`src/rtl/yrv_tick_pkg.sv`:
```
// yrv_tick_pkg: shared state type and default sizing for the tick interrupt controller
package yrv_tick_pkg;
  typedef enum logic {IDLE, RUN} tick_state_t;
  localparam int DEF_CNT_W = 16;
  localparam int DEF_DIV   = 6249;
  localparam int DEF_OVR_W = 8;
endpackage

```
`src/rtl/yrv_sat_counter.sv`:
```
// yrv_sat_counter: saturating up-counter with clear that still honours a same-cycle increment
module yrv_sat_counter #(
  parameter int W = 8
) (
  input  logic         clk,
  input  logic         resetb,
  input  logic         inc,
  input  logic         clr,
  output logic [W-1:0] count
);
  logic [W-1:0] count_d, count_q;
  // clear restarts from the current increment; otherwise count up and stick at all-ones
  always_comb count_d = clr ? {{(W-1){1'b0}}, inc} : (inc && count_q != '1) ? count_q + 1'b1 : count_q;
  // count register
  always_ff @(posedge clk or negedge resetb)
    if (!resetb) count_q <= '0;
    else count_q <= count_d;
  assign count = count_q;
endmodule

```
`src/rtl/yrv_tick_irq_ctrl.sv`:
```
// yrv_tick_irq_ctrl: programmable periodic interrupt source for the MCU ei_req line
module yrv_tick_irq_ctrl
  import yrv_tick_pkg::*;
#(
  parameter int CNT_W       = DEF_CNT_W,
  parameter int DEFAULT_DIV = DEF_DIV,
  parameter int OVR_W       = DEF_OVR_W
) (
  input  logic             clk,
  input  logic             resetb,
  input  logic             enable,
  input  logic             cfg_we,
  input  logic [CNT_W-1:0] cfg_div,
  input  logic             irq_clr,
  input  logic             ovr_clr,
  output logic             ei_req,
  output logic             tick,
  output logic [CNT_W-1:0] cnt_value,
  output logic [OVR_W-1:0] ovr_count,
  output logic             busy
);
  localparam logic [CNT_W-1:0] DIV_RST = CNT_W'(DEFAULT_DIV);
  tick_state_t state_d, state_q;
  logic [CNT_W-1:0] cnt_d, cnt_q, act_d, act_q, shd_d, shd_q;
  logic ei_d, ei_q, tick_d, tick_q, term;
  // next state, period count and divisor pair; the active divisor only changes at a wrap while running
  always_comb begin
    term    = state_q == RUN && cnt_q == act_q;
    state_d = enable ? RUN : IDLE;
    cnt_d   = (state_q == RUN && enable && !term) ? cnt_q + 1'b1 : '0;
    shd_d   = cfg_we ? cfg_div : shd_q;
    act_d   = (state_q == IDLE && cfg_we) ? cfg_div : term ? shd_q : act_q;
  end
  // FSM, period counter and divisor registers
  always_ff @(posedge clk or negedge resetb)
    if (!resetb) begin
      state_q <= IDLE;
      cnt_q   <= '0;
      act_q   <= DIV_RST;
      shd_q   <= DIV_RST;
    end else begin
      state_q <= state_d;
      cnt_q   <= cnt_d;
      act_q   <= act_d;
      shd_q   <= shd_d;
    end
  // pending request latches on terminal count; the level clear beats a simultaneous term
  always_comb begin
    tick_d = term;
    ei_d   = ~irq_clr & (term | ei_q);
  end
  // registered interrupt outputs
  always_ff @(posedge clk or negedge resetb)
    if (!resetb) begin
      ei_q   <= 1'b0;
      tick_q <= 1'b0;
    end else begin
      ei_q   <= ei_d;
      tick_q <= tick_d;
    end
  yrv_sat_counter #(.W(OVR_W)) u_ovr (
    .clk    (clk),
    .resetb (resetb),
    .inc    (term & ei_q & ~irq_clr),
    .clr    (ovr_clr),
    .count  (ovr_count)
  );
  assign ei_req    = ei_q;
  assign tick      = tick_q;
  assign cnt_value = cnt_q;
  assign busy      = state_q == RUN;
endmodule

```
`config.mk`:
```
export PLATFORM = sky130hd
export DESIGN_NAME = yrv_tick_irq_ctrl
export DESIGN_NICKNAME = d
export VERILOG_FILES = /design/src/rtl/yrv_tick_pkg.sv /design/src/rtl/yrv_sat_counter.sv /design/src/rtl/yrv_tick_irq_ctrl.sv
export SDC_FILE = /design/constraint.sdc
export NUM_CORES = 1
export LEC_CHECK = 0
export BUFFER_PORTS_ARGS = -buffer_cell sky130_fd_sc_hd__buf_2
export CAP_MARGIN = 30
export CORE_UTILIZATION = 40
export DETAILED_ROUTE_END_ITERATION = 12
export PLACE_DENSITY = 0.69
export SYNTH_ARGS = -nofsm -noshare
export SYNTH_HDL_FRONTEND = slang
export SYNTH_SLANG_ARGS = --single-unit
```
`constraint.sdc`:
```
create_clock -name clk -period 3.85 [get_ports clk]
set_input_delay 0.1925 -clock clk [delete_from_list [all_inputs] [get_ports clk]]
set_output_delay 0.1925 -clock clk [all_outputs]
set_load 0.05 [all_outputs]
```
## Word level (Yosys, flattened, before mapping)

Cells that the tools add are included.
Widths: inputs -> output; s select.

- Muxes and demuxes: 6
- $add $sub $neg: 2
- Reductions and logical operators: 8
- Equal/unequal tests: 2
- Bitwise gates (word level): 6

Operators with widths:

| cell | number |
|---|---|
| $mux 16 | 3 |
| $add 16x1->16 const B | 1 |
| $eq 16x16->1 | 1 |
| $mux 8 | 2 |
| $add 8x1->8 const B | 1 |
| $ne 8x8->1 const B | 1 |
| $logic_and 1x1->1 | 5 |
| $reduce_bool 2->1 | 2 |
| $and 1x1->1 | 3 |
| $not 1->1 | 2 |
| $logic_not 1->1 | 1 |
| $mux 1 | 1 |
| $or 1x1->1 | 1 |

- Output and inout port bits: 27
- Bits in registers: 59

## Depth between registers and ports, before layout

Gate-level depths: netlist (run 1).

- Depth in word-level cells: 7
- Depth in mapped cells: 7
- Mapped depth without buffers: 5

## Cells and area by module

A second synthesis (run 1) with hierarchy kept.

- Cells, all modules: 283
- Area total of the unflattened synthesis: 2927.8 um^2

Modules (own cells, without submodules):

| module | sequential area each (um^2) | area an instance (um^2) | cells each | instances |
|---|---|---|---|---|
| yrv_tick_irq_ctrl | 1291.2 | 2419.8 | 231 | 1 |
| yrv_sat_counter | 200.2 | 508.0 | 52 | 1 |

## Worst setup path after synthesis (run 1)

OpenSTA, ideal clock, no wires.

- Kind: register to register
- Start: register cnt_q[11], in the netlist cnt_value[11]
- End: register u_ovr.count_q[6], in the netlist u_ovr.count[6]
- Setup time: 0.125 ns
- Arrival: 2.163 ns
- Cell stages (with the launch flop): 7
- Path buffers: 1
- Data required time: 3.725 ns
- Slack: 1.562 ns
- Path through: dfrtp_1 > xnor2_1 > nand4_1 > or2_2 > clkbuf_1 > nor4_1 > mux2_2

- Cells in the longest elaborated chain, start to end: 6

Ends and longest elaborated chain:

| item | RTL line | RTL |
|---|---|---|
| from (decl) | yrv_tick_irq_ctrl.sv:24 | `logic [CNT_W-1:0] cnt_d, cnt_q, act_d, act_q, shd_d, shd_q;` |
| from (signal assigned) | yrv_tick_irq_ctrl.sv:43 | `cnt_q <= cnt_d;` |
| $eq 16x16->1 | yrv_tick_irq_ctrl.sv:28 | `term = state_q == RUN && cnt_q == act_q;` |
| $logic_and 1x1->1 | yrv_tick_irq_ctrl.sv:28 |  |
| $and 1x1->1 (2 in a row) | yrv_tick_irq_ctrl.sv:64 | `.inc (term & ei_q & ~irq_clr),` |
| $logic_and 1x1->1 | yrv_sat_counter.sv:13 | `always_comb count_d = clr ? {{(W-1){1'b0}}, inc} : (inc && count_q != '1) ? count_q + 1'b1 : count_q;` |
| $reduce_bool 2->1 (no source line) | n/a |  |
| to (signal assigned) | yrv_sat_counter.sv:17 | `else count_q <= count_d;` |
| to (decl) | yrv_sat_counter.sv:11 | `logic [W-1:0] count_d, count_q;` |

No other way between the ends.
A chain may end at the register's enable or synchronous reset.

## Worst setup path after layout (run 1)

- Start: register cnt_q[10], in the netlist cnt_value[10]
- End: register cnt_q[13], in the netlist cnt_value[13]

- Cells in the longest elaborated chain, start to end: 5
- Elaborated cells on any way between the ends: 6
- Those cells by class: add/sub: 1; eq/ne: 1; mux: 1; reduce/logical: 3

Ends and longest elaborated chain:

| item | RTL line | RTL |
|---|---|---|
| parallel branches: the longest is 4 deep, another holds $add 16x1->16 | n/a |  |
| $mux 16 (*) | yrv_tick_irq_ctrl.sv:30 | `cnt_d = (state_q == RUN && enable && !term) ? cnt_q + 1'b1 : '0;` |
| via cnt_d[13] | yrv_tick_irq_ctrl.sv:24 |  |

Mark *: on every way through the listed nets, which the timed path passes.

==> results.txt, run 1 <==
status: finished clean
commonest non-fill, non-tap cell in the layout: buf_2
WP data required: 4.03 ns
commonest cells after routing, fill and taps aside: 48 x buf_2, 47 x dfrtp_1, 40 x nor2_1, 26 x nand3_1, 20 x xnor2_1
Post-Synth XOR/XNOR Area: 0.0933
post-synthesis sequential area ratio: 0.515
wire per inst: 14.6 um
proportion of synthesized area in mux cells: 0.0739
layout cell share with drive strength beyond 1: 0.313
Area growth syn-to-layout: 20.4%
CP Class: register to register
fraction of registers with async set/reset: 1.00
Setup-failing EPs final: 0
startpoint types: register
final WL: 6330 um
critical path capture point type: register
post-synthesis sequential element count: 59
first-pass GRT wire length: 10500 um
Max Transition Viols Final: 0
period utilization: 0.648
Initial DRC Count: 176
Total Power: 1.50 mW
clk root buf: clkbuf_8
Rel. slew slack: 0.502
RD Place Congestion: 0.849
Most used DFF post-synth: dfrtp_1
Rows: 30
simple-gate share of the synthesized area: 0.186
Vias: 2264
starting density of the core: 0.419
Setup TNS Final: 0 ns
vias per inst: 5.24
core area: 6910 sq um
Netlist cell types: 38
main combinational cell family by area after synthesis: simple AND/OR/NAND/NOR gates
largest net degree at the start of global routing: 60
Port Buf Inserts: 48
Reg clk slew, reported paths: 0.07 ns
slowest stage delay, CP: 0.70 ns
crit-path max FO: 25
DRC: 0
P_leak: 1.46 nW
# clock sinks: 59
Final Hold Viols: 0
Area after DPL: 3220 sq um
compound-cell area share of the yosys netlist: 0.0946
adder-cell share of the synthesized area: 0.00864
slew at the pin closest to its max-slew limit: 0.747 ns
CTS tree: yes
Max-cap violations: 0
n_diodes: 0
worst setup path start: cnt_value[10]
nets@finish: 355
crit path max-delay cell type: or3_1
H-Tree Depth: 3
Die W: 87.1 um
pwr dens: 432 nW/um^2
Die Span Y: 87.1 um
Synthesis Warnings: 0
worst clock skew: 0.00767 ns
arrival time at the worst endpoint: 2.68 ns
Global Route Usage Sum: 0.184
synthesized area: 2900 sq um
total grt overflow: 0
post-route cell area: 3480 sq um
Skew-Pair Late Insertion Delay: 0.33 ns
TritonRoute pass-1 iters: 4
Num CTS Buffers: 9
Post-CTS Resized: 0
Ports: 49
crit path cell chain: xnor2_1 -> nand4_1 -> or3_1 -> o211ai_2 -> nor2_1
Layout Utilization: 0.505
Clock Tree Buf Depth: 2
number of synthesized flops with an enable pin: 0
DIE AREA: 7580 sq um
Critical R2R Launch: cnt_value[10]
RSZ-0062 raised after global routing: false
cts hold-fix bufs: 0
Avg Inst Size Synth: 10.2 sq um
hold crit path type: input pin to async pin
number of antenna violations at the first check in global routing: 0
Synth Instances: 283
post-CTS setup repair buffer count: 0
fin crit period: 2.49 ns
worst vdd ir: 0.208 mV
Final ANT Viol Nets: 0
vias in the first global route: 2178
Mapped Nets: 307
detailed placement HPWL: 4390 um
fmax: 401 MHz
-- area by class of cell --
type                            instances  area (sq um)
Tap cell                               96           120
Clock inverter                          5           100
Clock buffer                           11           141
Timing Repair Buffer                   53           292
Inverter                                5          18.8
Sequential cell                        59          1490
Fill cell                             660          3420
Multi-Input combinational cell        203          1320
-- metrics by stage --
stage | cells | hold slack [ns] | setup WS (ns)
2_1_floorplan | 283 | -0.103 | 1.56
3_3_place_gp | 412 | 0.347 | 1.43
3_5_place_dp | 414 | 0.349 | 1.35
4_1_cts | 430 | 0.00206 | 1.35
5_1_grt | 432 | 0.00329 | 1.13
6_report | 432 | 0.0114 | 1.36
-- cell families (layout without fill, tap and decap cells) --
family,count (synthesis),in the layout
xor+xnor,30,30
simple gates,107,107
compound gates,45,45
fa+ha+maj,2,2
buf+inv,21,74
mux,19,19
flops,59,59
-- critical path: cells and delay by family (launching register included) --
kind	cells	cell delay, ns
flops	1	0.44
compound gates	1	0.70
xor+xnor	1	0.20
simple gates	3	1.00
-- state kept, by name, indices dropped and copies added (netlist names) --
| name | cells |
|---|---|
| u_ovr.count | 8 |
| busy | 1 |
| act_q | 16 |
| shd_q | 16 |
| tick | 1 |
| cnt_value | 16 |
| ei_req | 1 |
-- synth_stat cells, types with 3 or more instances --
cell / instances / area share
nor2b_1: 3 / 0.0065
mux2_2: 19 / 0.074
a21oi_1: 5 / 0.0086
nand3_1: 26 / 0.045
and3_1: 4 / 0.0086
nor4_1: 4 / 0.0086
buf_2: 3 / 0.0052
nor3_1: 3 / 0.0052
nand2_1: 7 / 0.0091
nand4_1: 6 / 0.013
o21ai_0: 17 / 0.029
nor2_1: 40 / 0.052
clkbuf_1: 12 / 0.016
dfrtp_1: 47 / 0.41
xor2_1: 9 / 0.027
xnor2_1: 20 / 0.061
dfstp_2: 12 / 0.11
inv_1: 5 / 0.0065
a31oi_1: 16 / 0.035
-- metal layers --
layer | vias up | GRT usage | wire length (um)
met5 | - | 0 | 0
met2 | 65 | 0.265 | 2910
li1 | 1102 | - | -
met3 | 11 | 0.0389 | 244
met4 | 0 | 0.100 | 124
met1 | 1086 | 0.258 | 3050
-- power by group --
| part | internal [mW] | switching, mW |
|---|---|---|
| clock | 0.446 | 0.239 |
| combinational | 0.0569 | 0.0649 |
| sequential | 0.670 | 0.0274 |
| total | 1.17 | 0.331 |
-- final timing paths --
check,slack [ns],depth (start not counted),end
worst max register to register,1.36,5,cnt_value[13]
worst min register to register,0.50,2,act_q[3]
max in group asynchronous,3.35,2,shd_q[2]
worst min-delay path,0.01,2,ei_req
min in group clk,0.02,2,ei_req
worst max-delay path,1.36,5,cnt_value[13]
(Power assumes the default switching activity.)
==> run 2: changes to the inputs <==
--- a/config.mk
+++ b/config.mk
@@ -5,11 +5,12 @@
 export SDC_FILE = /design/constraint.sdc
 export NUM_CORES = 1
 export LEC_CHECK = 0
+export ABC_AREA = 1
 export BUFFER_PORTS_ARGS = -buffer_cell sky130_fd_sc_hd__buf_2
 export CAP_MARGIN = 30
 export CORE_UTILIZATION = 40
 export DETAILED_ROUTE_END_ITERATION = 12
-export PLACE_DENSITY = 0.69
+export PLACE_DENSITY = 0.71
 export SYNTH_ARGS = -nofsm -noshare
 export SYNTH_HDL_FRONTEND = slang
 export SYNTH_SLANG_ARGS = --single-unit
==> constraint.sdc (replaced) <==
create_clock -name clk -period 2.1 [get_ports clk]
set_input_delay 0.105 -clock clk [delete_from_list [all_inputs] [get_ports clk]]
set_output_delay 0.105 -clock clk [all_outputs]
set_load 0.05 [all_outputs]
==> run 2 against run 1 <==
Compared with the run above:
- design area increased by 13%
- largest power group unchanged
- routed wire length increased by 29%
- power increased by 84%
- non-clock buffer count increased by 17
- synthesized cell count increased by 50%
- maximum frequency increased by 31%
- first-iteration DRC count decreased by 9.1%
- largest cell class unchanged
- core utilization increased by 0.32 points
- global-route usage increased by 3.8 points
- flip-flop and latch count unchanged
- worst hold slack improved by 0.0023 ns
==> results.txt, run 2 <==
Global Route Usage Sum: 0.222 (+0.0381)
Synthesis Warnings: 0 (unchanged)
main area contributors after synthesis: dfrtp_1 36%, nand2_1 13%, dfstp_2 9.7%
Die Span Y: 91.9 um (+5.6%)
synthesized area: 3230 sq um (+12%)
top post-synthesis cells by count: 112 x nand2_1, 56 x inv_1, 47 x dfrtp_1
worst clock skew: 0.00984 ns (+0.00217 ns)
Clock power frac: 0.388 (-0.067)
pwr dens: 700 nW/um^2 (+62%)
Sw Share: 0.290 (+0.0698)
Ports: 49 (unchanged)
largest area contributor in the netlist: dfrtp_1
post-synthesis sequential area ratio: 0.461 (-0.0540)
post-CTS setup repair buffer count: 0 (unchanged)
Min-Delay Endpoint: shd_q[14]
number of synthesized flops with an enable pin: 0 (unchanged)
CP Class: register to register
worst vdd ir: 0.596 mV (+190%)
cts hold-fix bufs: 16 (+16)
nets@finish: 517 (+46%)
RSZ-0062 raised after global routing: false
Rel. slew slack: 0.583 (+0.0807)
commonest cells after routing, fill and taps aside: 112 x nand2_1, 56 x inv_1, 48 x buf_2, 47 x dfrtp_1, 44 x nor2_1
Setup TNS Final: 0 ns (unchanged)
reg2reg end: cnt_value[11]
Worst Hold Launch: cfg_div[14]
final WL: 8190 um (+29%)
Skew-Pair Late Insertion Delay: 0.35 ns (+0.02 ns)
status: finished clean
Clock Tree Buf Depth: 2 (unchanged)
number of antenna violations at the first check in global routing: 0 (unchanged)
Sw Pwr: 0.801 mW (+140%)
most frequent cell after synthesis: nand2_1
crit-path max FO: 8 (-68%)
P_leak: 2.04 nW (+40%)
R2R cell count: 10 (+5)
arrival time at the worst endpoint: 2.16 ns (-0.52 ns)
slew at the pin closest to its max-slew limit: 0.626 ns (-0.121 ns)
Initial DRC Count: 160 (-9.1%)
Netlist cell types: 32 (-16%)
worst setup path start: cnt_value[2]
Mapped Nets: 448 (+46%)
Reg clk slew, reported paths: 0.08 ns (about the same)
layout cell share with drive strength beyond 1: 0.223 (-0.0896)
startpoint types: register
Avg Inst Size Synth: 7.63 sq um (-25%)
Setup-failing EPs final: 0 (unchanged)
Num CTS Buffers: 9 (unchanged)
Rows: 32 (+6.7%)
Post-CTS Resized: 0 (unchanged)
RD Place Congestion: 0.995 (+17%)
TritonRoute pass-1 iters: 4 (unchanged)
fin crit period: 1.91 ns (-0.586 ns)
critical path capture point type: register
# clock sinks: 59 (unchanged)
fraction of registers with async set/reset: 1.00 (unchanged)
combinational share of power: 0.148 (+0.067)
fmax: 524 MHz (+31%)
Most used DFF post-synth: dfrtp_1
core area: 7770 sq um (+12%)
DIE AREA: 8450 sq um (+11%)
Final Hold Viols: 0 (unchanged)
starting density of the core: 0.416 (-0.00280)
H-Tree Depth: 3 (unchanged)
reg2reg setup slack: 0.19 ns (-1.16 ns)
n_diodes: 0 (unchanged)
post-synthesis sequential element count: 59 (unchanged)
commonest non-fill, non-tap cell in the layout: nand2_1
WP data required: 2.35 ns (-1.68 ns)
largest net degree at the start of global routing: 36 (-40%)
first-pass GRT wire length: 14400 um (+37%)
internal power: 1.96 mW (+67%)
period utilization: 0.909 (+0.261)
CTS tree: yes
Max Transition Viols Final: 0 (unchanged)
vias in the first global route: 2930 (+35%)
Port Buf Inserts: 48 (unchanged)
Reg power frac: 0.464 (about the same)
vias per inst: 4.86 (-7.4%)
Die W: 91.9 um (+5.6%)
Max-cap violations: 0 (unchanged)
detailed placement HPWL: 5990 um (+36%)
worst hold slack: 0.0137 ns (+0.00230 ns)
hold-critical path depth: 3
total grt overflow: 0 (unchanged)
top-area cell type share of the netlist area: 0.364 (-0.0426)
wire per inst: 13.6 um (-6.8%)
Area growth syn-to-layout: 21.9%
hold crit path type: input pin to register
DRC: 0 (unchanged)
Final ANT Viol Nets: 0 (unchanged)
Synth Instances: 424 (+50%)
Critical R2R Launch: cnt_value[2]
Vias: 2913 (+29%)
clk root buf: clkbuf_8
[run 2: changes by cell type in the layout (fill, tap and decap cells not counted), moves of 4 or more]
cell           change
o21ai_0           +15
nand2_1          +105
nor2_2             +8
dlygate4sd3_1     +15
mux2_2            -19
a21oi_1           +12
nand4_1           +11
nand3_1            -6
inv_1             +51
nor2_1             +4
xnor2_1           -18
inv_2             +10
a31oi_1           -16
clkinvlp_4         +4
[run 2: how the worst max path moves through the flow]
| stage | end |
|---|---|
| 2_1_floorplan | cnt_value[14] |
| 3_3_place_gp | cnt_value[11] |
| 3_5_place_dp | cnt_value[11] |
| 4_1_cts | cnt_value[11] |
| 5_1_grt | cnt_value[4] |
| 6_report | cnt_value[11] |
[run 2: critical path: stages (launching register included)]
cell     delay (ns)
dfrtp_1        0.49
inv_2          0.05
nand2_1        0.09
nand2_1        0.07
nor2_2         0.15
inv_1          0.07
nor2_2         0.15
nand3_4        0.12
nand3_1        0.33
inv_2          0.12
and3_1         0.16
[run 2: through the flow]
stage	power [mW]	utilization	cells	instance area [sq um]	setup slack (ns)
CTS	2.78	0.508	600	3940	0.169
global placement	1.68	0.461	568	3580	0.155
finish	2.76	0.508	600	3940	0.191
detailed placement	1.69	0.461	568	3580	0.179
floorplan	1.56	-	424	3230	0.133
global route	2.91	0.508	600	3940	0.00137
[run 2: final cells by class]
class / count / area, sq um
clock inverter: 6 / 65.1
clock buffer: 10 / 138
sequential: 59 / 1490
timing repair buffer: 70 / 458
fill: 782 / 3820
tap: 102 / 128
inverter: 66 / 248
multi-input combinational: 287 / 1420
[run 2: layer usage]
| metal | vias to the layer above | share of wire | track usage | wire length [um] |
|---|---|---|---|---|
| li1 | 1480 | - | - | - |
| met1 | 1347 | 0.49 | 0.306 | 3980 |
| met2 | 71 | 0.46 | 0.338 | 3730 |
| met3 | 15 | 0.044 | 0.0564 | 360 |
| met4 | 0 | 0.014 | 0.0781 | 115 |
| met5 | - | 0 | 0 | 0 |
[run 2: power groups by stage]
stage               clock [mW]  sequential (mW)  combinational, mW
floorplan                    0             1.30              0.259
global placement             0             1.30              0.384
detailed placement           0             1.30              0.385
CTS                       1.09             1.28              0.410
global route              1.14             1.30              0.471
finish                    1.07             1.28              0.408
[run 2: kinds of logic after synthesis]
group / synth area share
simple gates: 0.304
buf+inv: 0.101
flops: 0.461
compound gates: 0.0986
xor+xnor: 0.0271
fa+ha+maj: 0.00774
